--- src/rtl/apb_bridge_pkg.sv ---
// Shared types and constants for the AHB-APB bridge master-side controller.
package apb_bridge_pkg;

  typedef enum logic [1:0] {
    IDLE   = 2'd0,
    SETUP  = 2'd1,
    ENABLE = 2'd2,
    ERR    = 2'd3
  } apb_state_e;

  localparam int NSLV = 3;

  localparam logic [7:0] DFLT_SLV0_BASE = 8'h80;
  localparam logic [7:0] DFLT_SLV1_BASE = 8'h84;
  localparam logic [7:0] DFLT_SLV2_BASE = 8'h88;

  localparam logic [NSLV-1:0] PSEL_NONE = 3'b000;

endpackage

--- src/rtl/apb_master_ctrl_if.sv ---
// Request, APB and response signals between the AHB-side pipeline, controller and APB slaves.
interface apb_master_ctrl_if
  import apb_bridge_pkg::*;
#(
  parameter int ADDR_W = 32,
  parameter int DATA_W = 32
);
  logic              req_valid;
  logic              req_write;
  logic [ADDR_W-1:0] req_addr;
  logic [DATA_W-1:0] req_wdata;
  logic              req_ready;
  logic [DATA_W-1:0] Prdata;
  logic [NSLV-1:0]   Pselx;
  logic              Penable;
  logic              Pwrite;
  logic [ADDR_W-1:0] Paddr;
  logic [DATA_W-1:0] Pwdata;
  logic              rsp_valid;
  logic [DATA_W-1:0] rsp_rdata;
  logic              rsp_err;

  modport master (
    input  req_valid, req_write, req_addr, req_wdata, Prdata,
    output req_ready, Pselx, Penable, Pwrite, Paddr, Pwdata,
           rsp_valid, rsp_rdata, rsp_err
  );

  modport slave (
    output req_valid, req_write, req_addr, req_wdata, Prdata,
    input  req_ready, Pselx, Penable, Pwrite, Paddr, Pwdata,
           rsp_valid, rsp_rdata, rsp_err
  );
endinterface

--- src/rtl/apb_addr_decoder.sv ---
// Maps the top address byte to a one-hot APB slave select; miss flags unmapped space.
module apb_addr_decoder
  import apb_bridge_pkg::*;
#(
  parameter logic [7:0] SLV0_BASE = DFLT_SLV0_BASE,
  parameter logic [7:0] SLV1_BASE = DFLT_SLV1_BASE,
  parameter logic [7:0] SLV2_BASE = DFLT_SLV2_BASE
) (
  input  logic [7:0]      addr_hi,
  output logic [NSLV-1:0] sel,
  output logic            miss
);

  always_comb begin
    sel = PSEL_NONE;
    if (addr_hi == SLV0_BASE)      sel = 3'b001;
    else if (addr_hi == SLV1_BASE) sel = 3'b010;
    else if (addr_hi == SLV2_BASE) sel = 3'b100;
    miss = (sel == PSEL_NONE);
  end

endmodule

--- src/rtl/apb_master_ctrl.sv ---
// APB master sequencer: accepts one request, runs SETUP/ENABLE, returns a one-cycle response.
//  state  | meaning
//  IDLE   | no APB activity, ready for a request
//  SETUP  | Pselx driven, Penable low, not ready
//  ENABLE | Pselx held, Penable high, Prdata sampled at exit
//  ERR    | decode miss, no APB activity, error response next cycle
module apb_master_ctrl
  import apb_bridge_pkg::*;
#(
  parameter int         ADDR_W    = 32,
  parameter int         DATA_W    = 32,
  parameter logic [7:0] SLV0_BASE = DFLT_SLV0_BASE,
  parameter logic [7:0] SLV1_BASE = DFLT_SLV1_BASE,
  parameter logic [7:0] SLV2_BASE = DFLT_SLV2_BASE
) (
  input  logic           Hclk,
  input  logic           Hreset,
  apb_master_ctrl_if.master bus
);

  apb_state_e        state, state_nxt;
  logic [NSLV-1:0]   dec_sel, sel_q, psel_c;
  logic              dec_miss, accept, penable_c;
  logic [ADDR_W-1:0] paddr_q;
  logic [DATA_W-1:0] pwdata_q, rsp_rdata_q;
  logic              pwrite_q, rsp_valid_q, rsp_err_q;

  apb_addr_decoder #(
    .SLV0_BASE (SLV0_BASE),
    .SLV1_BASE (SLV1_BASE),
    .SLV2_BASE (SLV2_BASE)
  ) u_dec (
    .addr_hi (bus.req_addr[ADDR_W-1 -: 8]),
    .sel     (dec_sel),
    .miss    (dec_miss)
  );

  // Held low during reset so nothing is accepted before the FSM is live.
  assign bus.req_ready = !Hreset && (state != SETUP);
  assign accept        = bus.req_valid && bus.req_ready;

  always_ff @(posedge Hclk or posedge Hreset) begin
    if (Hreset) state <= IDLE;
    else        state <= state_nxt;
  end

  always_comb begin
    state_nxt = IDLE;
    psel_c    = PSEL_NONE;
    penable_c = 1'b0;
    case (state)
      SETUP: begin
        state_nxt = ENABLE;
        psel_c    = sel_q;
      end
      ENABLE: begin
        psel_c    = sel_q;
        penable_c = 1'b1;
      end
      default: ;
    endcase
    if (state != SETUP && accept) state_nxt = dec_miss ? ERR : SETUP;
  end

  always_ff @(posedge Hclk or posedge Hreset) begin
    if (Hreset) begin
      sel_q       <= PSEL_NONE;
      paddr_q     <= '0;
      pwrite_q    <= 1'b0;
      pwdata_q    <= '0;
      rsp_valid_q <= 1'b0;
      rsp_rdata_q <= '0;
      rsp_err_q   <= 1'b0;
    end else begin
      rsp_valid_q <= (state == ENABLE) || (state == ERR);
      if (state == ENABLE) begin
        rsp_rdata_q <= pwrite_q ? '0 : bus.Prdata;
        rsp_err_q   <= 1'b0;
      end else if (state == ERR) begin
        rsp_rdata_q <= '0;
        rsp_err_q   <= 1'b1;
      end
      // Address/data only move on a mapped accept to keep the APB bus quiet.
      if (accept && !dec_miss) begin
        sel_q    <= dec_sel;
        paddr_q  <= bus.req_addr;
        pwrite_q <= bus.req_write;
        pwdata_q <= bus.req_wdata;
      end
    end
  end

  assign bus.Pselx     = psel_c;
  assign bus.Penable   = penable_c;
  assign bus.Paddr     = paddr_q;
  assign bus.Pwrite    = pwrite_q;
  assign bus.Pwdata    = pwdata_q;
  assign bus.rsp_valid = rsp_valid_q;
  assign bus.rsp_rdata = rsp_rdata_q;
  assign bus.rsp_err   = rsp_err_q;

endmodule

--- src/flat_wrapper.sv ---
// flat-port wrapper written by rule: the top's interface ports become plain ports
module apb_master_ctrl_flat import apb_bridge_pkg::*;
#(
  parameter int         ADDR_W    = 32,
  parameter int         DATA_W    = 32,
  parameter logic [7:0] SLV0_BASE = DFLT_SLV0_BASE,
  parameter logic [7:0] SLV1_BASE = DFLT_SLV1_BASE,
  parameter logic [7:0] SLV2_BASE = DFLT_SLV2_BASE
)
  (Hclk, Hreset, bus_req_valid, bus_req_write, bus_req_addr, bus_req_wdata, bus_Prdata, bus_req_ready, bus_Pselx, bus_Penable, bus_Pwrite, bus_Paddr, bus_Pwdata, bus_rsp_valid, bus_rsp_rdata, bus_rsp_err);
  apb_master_ctrl_if #(.ADDR_W(ADDR_W), .DATA_W(DATA_W)) bus_i ();
  input  logic Hclk;
  input  logic Hreset;
  input wire logic [$bits(bus_i.req_valid)-1:0] bus_req_valid;
  input wire logic [$bits(bus_i.req_write)-1:0] bus_req_write;
  input wire logic [$bits(bus_i.req_addr)-1:0] bus_req_addr;
  input wire logic [$bits(bus_i.req_wdata)-1:0] bus_req_wdata;
  input wire logic [$bits(bus_i.Prdata)-1:0] bus_Prdata;
  output wire logic [$bits(bus_i.req_ready)-1:0] bus_req_ready;
  output wire logic [$bits(bus_i.Pselx)-1:0] bus_Pselx;
  output wire logic [$bits(bus_i.Penable)-1:0] bus_Penable;
  output wire logic [$bits(bus_i.Pwrite)-1:0] bus_Pwrite;
  output wire logic [$bits(bus_i.Paddr)-1:0] bus_Paddr;
  output wire logic [$bits(bus_i.Pwdata)-1:0] bus_Pwdata;
  output wire logic [$bits(bus_i.rsp_valid)-1:0] bus_rsp_valid;
  output wire logic [$bits(bus_i.rsp_rdata)-1:0] bus_rsp_rdata;
  output wire logic [$bits(bus_i.rsp_err)-1:0] bus_rsp_err;
  assign bus_i.req_valid = bus_req_valid;
  assign bus_i.req_write = bus_req_write;
  assign bus_i.req_addr = bus_req_addr;
  assign bus_i.req_wdata = bus_req_wdata;
  assign bus_i.Prdata = bus_Prdata;
  assign bus_req_ready = bus_i.req_ready;
  assign bus_Pselx = bus_i.Pselx;
  assign bus_Penable = bus_i.Penable;
  assign bus_Pwrite = bus_i.Pwrite;
  assign bus_Paddr = bus_i.Paddr;
  assign bus_Pwdata = bus_i.Pwdata;
  assign bus_rsp_valid = bus_i.rsp_valid;
  assign bus_rsp_rdata = bus_i.rsp_rdata;
  assign bus_rsp_err = bus_i.rsp_err;
  apb_master_ctrl #(.ADDR_W(ADDR_W), .DATA_W(DATA_W), .SLV0_BASE(SLV0_BASE), .SLV1_BASE(SLV1_BASE), .SLV2_BASE(SLV2_BASE)) u_core (.Hclk(Hclk), .Hreset(Hreset), .bus(bus_i));
endmodule
--- config.mk ---
export PLATFORM = sky130hd
export DESIGN_NAME = apb_master_ctrl_flat
export DESIGN_NICKNAME = d
export VERILOG_FILES = /design/src/rtl/apb_bridge_pkg.sv /design/src/rtl/apb_master_ctrl_if.sv /design/src/rtl/apb_addr_decoder.sv /design/src/rtl/apb_master_ctrl.sv /design/src/flat_wrapper.sv
export SDC_FILE = /design/constraint.sdc
export NUM_CORES = 1
export LEC_CHECK = 0
export ABC_CLOCK_PERIOD_IN_PS = 4000
export CORE_ASPECT_RATIO = 2
export CORE_MARGIN = 2
export CORE_UTILIZATION = 36
export CTS_BUF_LIST = sky130_fd_sc_hd__clkbuf_16
export CTS_CLUSTER_SIZE = 30
export DETAILED_ROUTE_END_ITERATION = 7
export GPL_TIMING_DRIVEN = 1
export MAX_ROUTING_LAYER = met4
export PLACE_DENSITY = 0.87
export SLEW_MARGIN = 40
export SYNTH_ARGS = -nofsm -noshare
export SYNTH_HDL_FRONTEND = slang
export SYNTH_SLANG_ARGS = --single-unit
--- constraint.sdc ---
create_clock -name Hclk -period 4 [get_ports Hclk]
set_clock_uncertainty 0.2 [all_clocks]
set_input_delay 1 -clock Hclk [delete_from_list [all_inputs] [get_ports Hclk]]
set_output_delay 1 -clock Hclk [all_outputs]
set_load 0.05 [all_outputs]
# Word level (Yosys, flattened, before mapping)
# Cells that the tools add are included.
# totals
inputBits,100
ff_bits,104
elab_cells,38
# classes
n_eq_ne,7
reduce_logical,10
n_mux,13
# op_table
operator,count
$mux 32,3
$eq 8x8->1 const B,3
$mux 3,4
$mux 2,3
$eq 2x2->1 const B,2
$logic_and 1x1->1,4
$logic_not 3->1,1
$mux 1,3
$eq 2x1->1 const B,1
$logic_not 1->1,2
$ne 2x1->1 const B,1
$reduce_bool 2->1,1
$reduce_or 2->1,1
$logic_or 1x1->1,1

# Depth between registers and ports, before layout
# logic_depth
depth_word,7
ltp_mapped,6
mapped_depth_nobuf,5

# Modules after synthesis
# A second synthesis with hierarchy kept.
# unflattened
cells_unflattened,248
area_unflattened_um2,3950.0
# by_module_without_submodules
mod,seq_area_each_um2,area_per_inst_um2,cells_per_inst,n_inst
apb_master_ctrl,2602.5,3882.5,240,1
apb_addr_decoder,0.0,67.6,8,1

# Worst setup path after synthesis
# OpenSTA, ideal clock, no wires.
# synth_path
path_kind,input-to-output
start,in Hreset
end,out bus_req_ready
slack_ps,1155
arrival_time_ps,1645
cell_stages,1
path_buffers,0
path_cell_list,nor2_1
# synth_between
elab_chain_cells,2
# synth_rtl
item,line_no,rtl
from (decl),flat_wrapper.sv:13,input logic Hreset;
$logic_not 1->1,apb_master_ctrl.sv:39,assign bus.req_ready = !Hreset && (state != SETUP);
$logic_and 1x1->1,apb_master_ctrl.sv:39,
to (decl),flat_wrapper.sv:19,output wire logic [$bits(bus_i.req_ready)-1:0] bus_req_ready;
# No other way between the ends.

# Final worst setup path
# layout_path
start,reg u_core.state[0]
end,out bus_Pselx[0]
# layout_between
elab_chain_cells,3
elab_cells_between_ends,4
cone_classes,eq/ne (2); mux (1); reduce/logical (1)
# layout_rtl
item,line_no,rtl
from (decl),apb_master_ctrl.sv:21,"apb_state_e state, state_nxt;"
from (signal assigned),apb_master_ctrl.sv:44,else state <= state_nxt;
$eq 2x1->1 / $eq 2x2->1 (equally long branches),apb_master_ctrl.sv:51,case (state)
$reduce_or 2->1 (no line) *,n/a,
$mux 3 *,apb_master_ctrl.sv:51,
to (decl),flat_wrapper.sv:20,output wire logic [$bits(bus_i.Pselx)-1:0] bus_Pselx;
# Mark *: on every way between the ends. The rest lies on a longest branch, timed or not.

==> results by group <==
Outcome
  • Run status: completed

Logic synthesis
  • Synth Area in Simple Gates: 4.186%
  • Sequential fraction of the synthesis area: 63.55%
  • Syn Area/Cell: 16.78 um^2
  • Synth warn: 0
  • Post-synthesis adder-cell area fraction: 0.9166%
  • Post-Synthesis Cells: 244
  • Count of cell types in the netlist: 24
  • Mux contribution to synthesized area: 20.62%
  • Main combinational cell family by area after synthesis: multiplexers
  • Top cells by area, synth: dfrtp_1, mux2_4, a22o_1
  • Synth top area share: 63.55%
  • Mapped Area: 4095 um^2
  • Synth Area in Compound Gates: 7.883%
  • Seq cells post-synth: 104
  • Post-synthesis xor/xnor area fraction: 0%
  • Post-synth top area cell: dfrtp_1
  • Syn Nets: 347

Critical path
  • CP max FO: 3
  • Worst Path Required: 2.80 ns
  • Worst path cell trace: inv_1 -> ha_1 -> nor2b_1 -> clkdlybuf4s50_1
  • Worst R2R End: u_core.bus.Pwdata[30]
  • Worst reg-to-reg path cell count: 5
  • RR Startpoint: u_core.state[0]
  • CP Launch Type: flip-flop
  • Crit-path max cell delay: 0.81 ns
  • Critical path class: flip-flop to output pin
  • Critical-path top delay cell: clkdlybuf4s50_1
  • Arrival time at the worst endpoint: 2.03 ns
  • R2r setup slk: 1.46 ns
  • CP Capture Type: output pin

Layout
  • Fin util: 58.59%
  • Synthesis-to-layout area growth: 60.49%
  • Most frequent cells in the layout: clkdlybuf4s50_1, dfrtp_1, mux2_4, a22o_1, clkbuf_16
  • Layout cells sized above 1: 18.72%
  • Post-route cell area: 6573 um^2
  • Nets: 552
  • Final std cells w/o fill: 596
  • N_diodes: 0
  • Commonest non-fill, non-tap cell in the layout: clkdlybuf4s50_1

Floorplanning
  • Core ar.: 11,220 um^2
  • Die Area: 12,300 um^2
  • Chip Width: 79.42 um
  • Die height: 154.8 um
  • Core Rows: 55
  • Initial core utilization: 36.51%
  • Io pins: 204

Drt
  • WL met3: 407 um
  • Via density per instance: 4.800
  • Routed vias: 2,861
  • DRC viols: 0
  • Wl on met1: 3951 um
  • Routed Antenna Nets: 0
  • Final WL: 11,000 um
  • Met2 WL: 6215 um
  • TritonRoute pass-1 iters: 4
  • Post-DR wirelength/cell: 18.45 um
  • Top Metal Used: met4
  • Drt initial violations: 113

GRT
  • First-pass GRT wire length: 16,910 um
  • Largest net degree at the start of global routing: 53
  • Initial antenna violation count: 0
  • GRT Residual Overflow: 0
  • Vias in the first global route: 3,077
  • Overall fraction of global-route tracks in use: 18.74%

Pwr
  • Pwr Density: 464.0 nW/um^2
  • Lkg Pwr: 3.110 nW
  • Peak supply drop: 0.0002515 V
  • Total Power: 3.050 mW

Clock tree
  • Num CTS Buffers: 9
  • Clock-pin slew on the worst setup and hold paths: 0.07 ns
  • Hold buffers post-CTS: 0
  • Clock Path Buffers: 2
  • CTS tree: done
  • Post-CTS Resized: 0
  • CTS root buf: clkbuf_16
  • Worst-Skew Late Latency: 0.33 ns
  • Number of H-tree levels: 3
  • Sink Count: 104
  • Post-CTS Repair Setup Buffers: 0

STA
  • Final setup margin: 0.7718 ns
  • Final setup violation count: 0
  • Fmax: 309.8 MHz
  • Fin crit share: 80.71%
  • Slew margin rel.: 51.03%
  • Max-slew violation count: 0
  • Final hold slack: 0.2703 ns
  • Hold Fails Final Rpt: 0
  • RSZ-0062 raised after global routing: no
  • Tightest Pin Transition: 0.7328 ns
  • Final min period: 3.228 ns
  • Setup TNS: 0 ns

Placed design
  • DP Area: 6269 um^2
  • Pre-CTS WS: 0.5798 ns
  • IO Port Bufs: 203
  • Dpl hpwl: 8400 um
  • RePlAce Congestion: 0.8323
  • Inst Count DP: 580

Worst hold path
  • Worst Hold Launch: u_core.bus.Paddr[31]
  • Worst min-delay path category: flip-flop to flip-flop
  • Hold Crit Endpoint: u_core.bus.Paddr[31]
  • Cell depth of the worst hold path: 1

Job
  • MaxCap Viol Count: 0
[synth_stat cells]
library cell  instances
a21o_2                1
a21oi_1               2
a22o_1               32
and2_1                5
and4b_2               1
buf_6                 6
clkbuf_1              7
dfrtp_1             104
ha_1                  3
inv_1                 6
mux2_2                3
mux2_4               54
nand2_1               1
nand2b_1              1
nand3_1               1
nand4_1               1
nand4_4               1
nand4b_1              1
nor2_1                5
nor2b_1               4
nor3b_2               1
nor4_4                1
o21a_1                2
o2bb2ai_1             1
[worst max path at each step]
stage / startpoint / end / slack, ns
4_1_cts: u_core.state[0] / bus_Pselx[0] / 0.75
6_report: u_core.state[0] / bus_Pselx[0] / 0.77
5_1_grt: u_core.state[0] / bus_Pselx[2] / 0.69
3_5_place_dp: Hreset / u_core.bus.Paddr[1] / 0.58
2_1_floorplan: Hreset / u_core.bus.Paddr[0] / 0.07
3_3_place_gp: Hreset / u_core.bus.Pwdata[19] / 0.71
[where the power goes]
part / switching [mW] / internal, mW
clock network: 0.399 / 0.494
registers: 0.0663 / 1.16
logic: 0.559 / 0.372
[worst max-delay path: cells and delay by family (launching register included)]
family	cells	cell delay (ns)
buf+inv	2	0.86
flops	1	0.38
fa+ha+maj	1	0.32
simple gates	1	0.13
[kinds of logic (layout without fill, tap and decap cells)]
group                    Yosys count  after routing
flip-flops                       104            104
multiplexers                      57             57
AO/OA/AOI/OAI                     38             38
AND/OR/NAND/NOR                   23             23
buffers and inverters             19            229
adder cells (fa/ha/maj)            3              3
[per-layer routing]
layer,up-vias,track usage (%)
met1,1440,20.03
met5,-,-
li1,1277,-
met4,0,8.867
met2,117,33.13
met3,27,2.975
[state kept, by name (all words and copies together) (netlist names)]
register,count
u_core.bus.Paddr,32
u_core.bus.Pwdata,32
u_core.bus.Pwrite,1
u_core.bus.rsp_err,1
u_core.bus.rsp_rdata,32
u_core.bus.rsp_valid,1
u_core.sel_q,3
u_core.state,2
[cell type report]
type	instances	area, um^2
inverters	6	25.02
multi-input cells	121	1391
repair buffers	207	2072
well taps	142	177.7
flip-flops and latches	104	2603
fillers	897	4644
clock buffers	9	225.2
clock inverters	7	78.83
No activity file was read; power rests on OpenSTA's default activity.
